`src/rtl/v850_mem_pkg.sv`:
```
// Shared types and widths for the 64-bit instruction/data memory port.
package v850_mem_pkg;

    typedef enum logic [1:0] {
        IDLE,
        IF_WAIT,
        LS_WAIT
    } arb_state_t;

    localparam int ADDR_W = 25;
    localparam int MEM_DW = 64;
    localparam int LS_DW  = 32;

endpackage

```
`src/rtl/mem_timeout_ctr.sv`:
```
// Wait-cycle counter; expired flags the last allowed wait cycle.
module mem_timeout_ctr #(
    parameter int TIMEOUT = 255,
    parameter int TO_W    = $clog2(TIMEOUT + 1)
) (
    input  logic clk,
    input  logic rst_n,
    input  logic clr,
    input  logic en,
    output logic expired
);

    logic [TO_W-1:0] cnt;

    // Abort is registered, so flag it one count early to land on TIMEOUT.
    assign expired = en && (cnt == TO_W'(TIMEOUT - 1));

    always_ff @(posedge clk) begin
        if (!rst_n) begin
            cnt <= '0;
        end else if (clr) begin
            cnt <= '0;
        end else if (en && cnt != TO_W'(TIMEOUT)) begin
            cnt <= cnt + TO_W'(1);
        end
    end

endmodule

```
`src/rtl/imem_port_arbiter.sv`:
```
// Single-outstanding arbiter sharing one 64-bit memory port
// between prefetch refill (IF) and the load/store unit (LS).
module imem_port_arbiter
    import v850_mem_pkg::*;
#(
    parameter int STARVE_LIMIT = 3,
    parameter int TIMEOUT      = 255,
    parameter int TO_W         = $clog2(TIMEOUT + 1)
) (
    input  logic              clk,
    input  logic              rst_n,
    input  logic              if_req_i,
    input  logic [ADDR_W-1:0] if_addr_i,
    output logic              if_gnt_o,
    output logic              if_rvalid_o,
    output logic [MEM_DW-1:0] if_rdata_o,
    input  logic              flush_i,
    input  logic              ls_req_i,
    input  logic              ls_we_i,
    input  logic [ADDR_W-1:0] ls_addr_i,
    input  logic [LS_DW-1:0]  ls_wdata_i,
    input  logic [3:0]        ls_be_i,
    output logic              ls_gnt_o,
    output logic              ls_rvalid_o,
    output logic [LS_DW-1:0]  ls_rdata_o,
    output logic              mem_req_o,
    output logic              mem_we_o,
    output logic [ADDR_W-1:0] mem_addr_o,
    output logic [MEM_DW-1:0] mem_wdata_o,
    output logic [7:0]        mem_be_o,
    input  logic              mem_ready_i,
    input  logic [MEM_DW-1:0] mem_rdata_i,
    output logic              bus_err_o
);

    localparam int SW = $clog2(STARVE_LIMIT + 1);

    arb_state_t    state;
    logic [SW-1:0] starve_cnt;
    logic          drop;
    logic          ls_hi;
    logic          idle;
    logic          if_win;
    logic          ls_win;
    logic          waiting;
    logic          expired;
    logic          done;

    always_comb begin
        idle    = rst_n && (state == IDLE);
        if_win  = idle && if_req_i && !flush_i &&
                  (!ls_req_i || starve_cnt == SW'(STARVE_LIMIT));
        ls_win  = idle && ls_req_i && !if_win;
        waiting = rst_n && (state != IDLE) && !mem_ready_i;
        done    = mem_ready_i || expired;
    end

    assign if_gnt_o    = if_win;
    assign ls_gnt_o    = ls_win;
    assign mem_req_o   = if_win || ls_win;
    assign mem_we_o    = ls_win && ls_we_i;
    assign mem_addr_o  = if_win ? if_addr_i :
                         ls_win ? ls_addr_i : '0;
    assign mem_wdata_o = ls_win ? {ls_wdata_i, ls_wdata_i} : '0;
    assign mem_be_o    = if_win ? 8'hFF :
                         !ls_win ? 8'h00 :
                         ls_addr_i[1] ? {ls_be_i, 4'h0} :
                                        {4'h0, ls_be_i};

    mem_timeout_ctr #(
        .TIMEOUT(TIMEOUT),
        .TO_W   (TO_W)
    ) u_to (
        .clk    (clk),
        .rst_n  (rst_n),
        .clr    (mem_req_o),
        .en     (waiting),
        .expired(expired)
    );

    always_ff @(posedge clk) begin
        if (!rst_n) begin
            state       <= IDLE;
            starve_cnt  <= '0;
            drop        <= 1'b0;
            ls_hi       <= 1'b0;
            if_rvalid_o <= 1'b0;
            ls_rvalid_o <= 1'b0;
            bus_err_o   <= 1'b0;
            if_rdata_o  <= '0;
            ls_rdata_o  <= '0;
        end else begin
            if_rvalid_o <= 1'b0;
            ls_rvalid_o <= 1'b0;
            bus_err_o   <= 1'b0;

            if (!if_req_i || if_win) begin
                starve_cnt <= '0;
            end else if (ls_win && starve_cnt != SW'(STARVE_LIMIT)) begin
                starve_cnt <= starve_cnt + SW'(1);
            end

            unique case (state)
                IDLE: begin
                    if (if_win) begin
                        state <= IF_WAIT;
                        drop  <= 1'b0;
                    end else if (ls_win) begin
                        state <= LS_WAIT;
                        ls_hi <= ls_addr_i[1];
                    end
                end
                IF_WAIT: begin
                    if (flush_i) drop <= 1'b1;
                    if (done) begin
                        state     <= IDLE;
                        bus_err_o <= !mem_ready_i;
                        // A flushed fetch is still drained, just not reported.
                        if (!(drop || flush_i)) begin
                            if_rvalid_o <= 1'b1;
                            if_rdata_o  <= mem_ready_i ? mem_rdata_i : '0;
                        end
                    end
                end
                LS_WAIT: begin
                    if (done) begin
                        state       <= IDLE;
                        bus_err_o   <= !mem_ready_i;
                        ls_rvalid_o <= 1'b1;
                        if (!mem_ready_i) ls_rdata_o <= '0;
                        else if (ls_hi)   ls_rdata_o <= mem_rdata_i[63:32];
                        else              ls_rdata_o <= mem_rdata_i[31:0];
                    end
                end
                default: state <= IDLE;
            endcase
        end
    end

endmodule

```
`config.mk`:
```
export PLATFORM = sky130hd
export DESIGN_NAME = imem_port_arbiter
export DESIGN_NICKNAME = d
export VERILOG_FILES = /design/src/rtl/v850_mem_pkg.sv /design/src/rtl/mem_timeout_ctr.sv /design/src/rtl/imem_port_arbiter.sv
export SDC_FILE = /design/constraint.sdc
export NUM_CORES = 1
export LEC_CHECK = 0
export ABC_AREA = 0
export BUFFER_PORTS_ARGS = -buffer_cell sky130_fd_sc_hd__buf_2
export CAP_MARGIN = 0
export CORE_MARGIN = 4
export CORE_UTILIZATION = 30
export DETAILED_ROUTE_END_ITERATION = 7
export GPL_TIMING_DRIVEN = 0
export PLACE_DENSITY = 0.71
export SYNTH_ARGS = -nofsm -noshare
export SYNTH_HDL_FRONTEND = slang
export SYNTH_SLANG_ARGS = --single-unit
```
`constraint.sdc`:
```
create_clock -name clk -period 4.77 [get_ports clk]
set_input_delay 0.954 -clock clk [delete_from_list [all_inputs] [get_ports clk]]
set_output_delay 0.954 -clock clk [all_outputs]
set_load 0.01 [all_outputs]
```
* Yosys cells after proc, flatten, opt, wreduce, memory -nomap -nowiden *
Cells that the tools add are included.

storage, ports and cells
  bits in registers = 113
  bits in latches = 0
  RAM bits = 0
  ROM bits = 0
  input bits = 157
  output and inout bits = 200
  word-level logic and storage cells = 79
  memories kept = 0

cells by class
  add/subtract/negate cells = 2
  multiply operators = 0
  divide/modulo/power cells = 0
  order comparisons = 0
  equality and inequality tests = 10
  shifts and indexed selects = 0
  mux-type cells = 18
  bitwise gates (word level) = 3
  reductions and logical operators = 36

operators with widths
  kind                                                  count
  2-to-1 mux 64 bit                                     2
  2-to-1 mux 32 bit                                     2
  2-to-1 mux 25 bit                                     2
  2-to-1 mux 8 bit                                      3
  AND reduction 3 bit                                   5
  logical AND 1 bit                                     12
  adder 8 x 1 -> 8 bit (second input constant)          1
  equality test 8 bit (second input constant)           1
  inequality test 8 bit (second input constant)         1
  2-to-1 mux 2 bit                                      3
  inequality test 2 bit (second input constant)         3
  AND reduction 2 bit                                   3
  OR reduction 2 bit                                    3
  logical NOT 1 bit                                     5
  logical OR 1 bit                                      5
  equality test 2 bit (second input constant)           2
  2-to-1 mux 1 bit                                      4
  one-hot mux 2 bit (2 select lines)                    1
  nonzero test 2 bit                                    2
  inequality test 3 bit (second input constant)         1
  inverter 1 bit                                        3
  adder 2 x 1 -> 2 bit (second input constant)          1
  equality test 2 x 1 -> 1 bit (second input constant)  1
  logical NOT 2 bit                                     1
  other kinds (2)                                       2

* Depth between registers and ports, before layout *
  depth in word-level cells = 10
  mapped depth = 8
  mapped depth without buffers = 6

* By module *
Synthesis repeated with hierarchy kept, for this count alone.

unflattened totals
  cells, all modules = 500
  area, all modules = 5256.3 um2

modules (own cells, without submodules)
  module             instances  cells an instance  area each (um2)  sequential area each (um2)
  imem_port_arbiter  1          450                4784.6           2102.0
  mem_timeout_ctr    1          50                 471.7            160.2

* Worst setup path before layout *
OpenSTA, ideal clock, no wires.

  kind = input-to-output
  from = input if_req_i
  to = output mem_addr_o[10]
  arrival time = 1.961 ns
  required time = 3.816 ns
  setup slack = 1.855 ns
  stages on the path = 5
  path buffers = 2
  cells stage by stage = nor2b_1 > and4_1 > buf_2 > clkbuf_1 > o21ai_0

between the ends
  longest elaborated chain between the ends = 7

RTL lines
  what                               RTL line                 RTL
  start: declaration                 imem_port_arbiter.sv:12  input logic if_req_i,
  logical AND 1 bit * (3 in series)  imem_port_arbiter.sv:51  if_win = idle && if_req_i && !flush_i &&
  logical NOT 1 bit                  imem_port_arbiter.sv:53  ls_win = idle && ls_req_i && !if_win;
  logical AND 1 bit                  imem_port_arbiter.sv:53
  2-to-1 mux 25 bit                  imem_port_arbiter.sv:63  ls_win ? ls_addr_i : '0;
  2-to-1 mux 25 bit *                imem_port_arbiter.sv:62  assign mem_addr_o = if_win ? if_addr_i :
  end: declaration                   imem_port_arbiter.sv:28  output logic [ADDR_W-1:0] mem_addr_o,

Mark *: on every way between the ends. The rest lies on a longest branch, timed or not.

* Worst setup path in the final report *
  from = register state[0]
  to = output mem_wdata_o[36]

between the ends
  longest elaborated chain between the ends = 8
  elaborated cells on any way between the ends = 9
  those cells by class = mux: 1; reduce/logical: 8

RTL lines
  what                             RTL line                  RTL
  start: declaration               imem_port_arbiter.sv:38   arb_state_t state;
  start signal: assignment         imem_port_arbiter.sv:83   state <= IDLE;
  start signal: assignment         imem_port_arbiter.sv:106  state <= IF_WAIT;
  start signal: assignment         imem_port_arbiter.sv:109  state <= LS_WAIT;
  logical NOT 2 bit *              imem_port_arbiter.sv:50   idle = rst_n && (state == IDLE);
  logical AND 1 bit *              imem_port_arbiter.sv:50
  logical AND 1 bit (3 in series)  imem_port_arbiter.sv:51
  logical NOT 1 bit                imem_port_arbiter.sv:53
  logical AND 1 bit *              imem_port_arbiter.sv:53
  2-to-1 mux 64 bit *              imem_port_arbiter.sv:64   assign mem_wdata_o = ls_win ? {ls_wdata_i, ls_wdata_i} : '0;
  end: declaration                 imem_port_arbiter.sv:29   output logic [MEM_DW-1:0] mem_wdata_o,

Marks and branches as above.

==> reports/qor.yml <==
status: "completed"
regArea_um2: 2260
clock-sinks: 113
h-tree-depth: 4
startpoint: "state[0]$_SDFFE_PN0P_"
critical_path_class: "reg -> out"
worst_slack_ps: 1270
power_leakage_nw: 4.00
areaGrowthSynthToFinish_pct: 49.4
combPwrFrac_pct: 15.5
critical_path.endpoint_type: "output pin"
cts-hold-fix-buffers: 0
rsz0062_at_grt: "no"
place_congestion: 0.913
gr-total-overflow: 0
hold_start: "ls_rdata_o[2]$_SDFFE_PN0P_"
hpwl_mm: 18.5
vias: 6240
tightest_slew_ps: 868
cts_root_buf: "clkbuf_16"
drt_iter0_drc: 308
synth-seq-cells: 113
yosysTopAreaCell: "dfxtp_1"
switching_power_mw: 0.702
num-nets-final: 1195
crit_family: "buffers and inverters"
max_freq_mhz: 285
pre_cts_slack_ps: 1300
worstPathCellList: "inv_1 -> ha_1 -> nand3_1 -> a21oi_2 -> clkbuf_1 -> and2_1 -> buf_4 -> buf_2"
drive_gt1_share_pct: 43.6
multi_input_area_um2: 2660
core-area_um2: 18000
cp_max_fo: 10
clkTransAtPathRegs_ps: 50
cts_tree: "done"
total_power_mw: 2.81
tns_ps: 0
slowest_stage: "ha_1"
slowest_delay_ps: 340
first_pass_iters: 5
drv_cap: 0
swShare_pct: 25.0
antenna_found_initial: 4
finalSetupViolations: 0
critPathBufInv: 4
post-cts-setup-buffers: 0
die_y_um: 144
clock_skew_ps: 11.1
numCtsBuffers: 17
synth_commonest_cells: "nand2_1 (119), dfxtp_1 (113), o21ai_0 (86), a21oi_1 (69)"
viasPerCell: 4.89
die_area_um2: 20600
finalCritPeriodShare_pct: 73.5
crit_required_ps: 3820
ys.flop_type: "dfxtp_1"
period_needed_ps: 3500
power.density_nw_per_um2: 341
ant_nets: 0
grt.met3_usage_pct: 8.22
hold_violations: 0
power_frac_seq_pct: 35.3
grt_max_degree: 17
fill_cells: 1834
grt_pass1_vias: 6091
final_util_pct: 45.7
top_usage_layer: "met2"
syn_area_per_cell_um2: 8.39
synth_edf_count: 0
cts_resized: 0
io_pins: 357
synth_cells: 657
route.detailed.drc: 0
startpoint_type: "flop"
io_buffers: 356
yosysSeqAreaShare_pct: 41.0
synth_area_um2: 5510
synth_most_common_cell: "nand2_1"
clkPwrFrac_pct: 49.2
p_int_mw: 2.10
clkLatencyLatePin_ps: 410
grtUsageTotal_pct: 21.4
min_path_type: "reg -> reg"
ys_warn_count: 0
ys_top_cells_by_area: "dfxtp_1 (41%), nand2_1 (8.1%), o21ai_0 (7.8%), a21oi_1 (6.3%), mux2i_1 (6.2%)"
yosys.area.top_type_share_pct: 41.0
grtUsageMet2_pct: 36.9
slew_headroom_pct: 42.1
hold_slack_ps: 457
row_count: 49
syn_nets: 820
grt_pass1_wl_mm: 33.8
cp.arrival_ps: 2550
wl_mm: 23.4
clk_path_buf_depth: 2
synthArstFlopShare_pct: 0
die_x_um: 144
peakVddDrop_mv: 0.255
drv_slew: 0
use_met1_pct: 24.9
routedWlPerCell_um: 18.3
r2r-start: "state[0]$_SDFFE_PN0P_"
synth.distinct_cells: 45
start_util_pct: 30.6
path summary, 6_finish.rpt:
check	to	slack (ps)	cells past startpoint
setup / recovery	mem_wdata_o[36]	1270	8
hold / removal	ls_rdata_o[2]$_SDFFE_PN0P_	460	1
setup reg to reg	ls_rdata_o[12]$_SDFFE_PN0P_	2750	7
hold reg to reg	ls_rdata_o[2]$_SDFFE_PN0P_	460	1
cell type report:
class,count,share of cell area [%]
Timing Repair Buffer,356,21.6
Inverter,6,0.274
Buffer,85,6.91
Clock buffer,23,6.05
Clock inverter,9,1.84
Tap cell,229,3.48
Multi-Input combinational cell,453,32.3
Sequential cell,113,27.5
Antenna cell,2,0.0608
cell families (layout without fill, tap and decap cells):
kind of cell               Yosys count  after routing  share of synthesized area, %
AOI/OAI and AO/OA                  216            216                          23.3
xor gates and xnor gates             1              1                         0.159
adders and majority gates            6              6                          1.36
buffers and inverters               91            479                          10.7
DFF                                113            113                          41.0
muxes                               34             34                          6.17
other                                0              2                             0
and+or+nand+nor                    196            196                          17.3
layout by cell type (no fill, tap or decap), types with 4 or more instances in the layout:
| master | count |
|---|---|
| and3_1 | 4 |
| o21ai_0 | 86 |
| inv_1 | 5 |
| buf_4 | 33 |
| a21oi_1 | 69 |
| a21o_1 | 4 |
| dfxtp_1 | 113 |
| clkbuf_2 | 4 |
| bufinv_16 | 4 |
| nor2_1 | 5 |
| and2_1 | 34 |
| clkbuf_8 | 5 |
| o2bb2ai_1 | 32 |
| a31o_1 | 4 |
| clkbuf_16 | 17 |
| nand3_1 | 8 |
| o21ai_1 | 9 |
| ha_1 | 6 |
| buf_8 | 6 |
| nand2_1 | 119 |
| buf_2 | 369 |
| nor3_1 | 7 |
| buf_1 | 4 |
| buf_6 | 5 |
| clkbuf_1 | 21 |
| mux2i_1 | 34 |
layer usage:
layer	share of wire, %	vias up	routed length (µm)
met5	0.12	-	27
met4	1.7	4	398
met2	49	286	11500
met1	39	2919	9200
met3	9.8	28	2300
li1	-	3003	-
state kept, by name (all words and copies together) (netlist names):
signal and cells:
starve_cnt 2, ls_rdata_o 32, if_rdata_o 64, ls_hi 1, state 2, drop 1, if_rvalid_o 1, bus_err_o 1
u_to.cnt 8, ls_rvalid_o 1
through the flow:
step	cell area [µm²]	instances
3_3_place_gp	7580	1242
5_1_grt	8230	1276
4_1_cts	8230	1274
3_5_place_dp	7580	1242
6_report	8230	1276
2_1_floorplan	5510	657
power by group through the flow:
stage	clock network [mW]	logic [mW]	registers, mW
global placement	0	0.433	1.01
finish	1.38	0.434	0.991
floorplan	0	0.208	1.02
global route	1.45	0.473	0.994
CTS	1.40	0.439	0.990
detailed placement	0	0.436	1.01
Note: power is estimated with default switching activity, not from simulation.
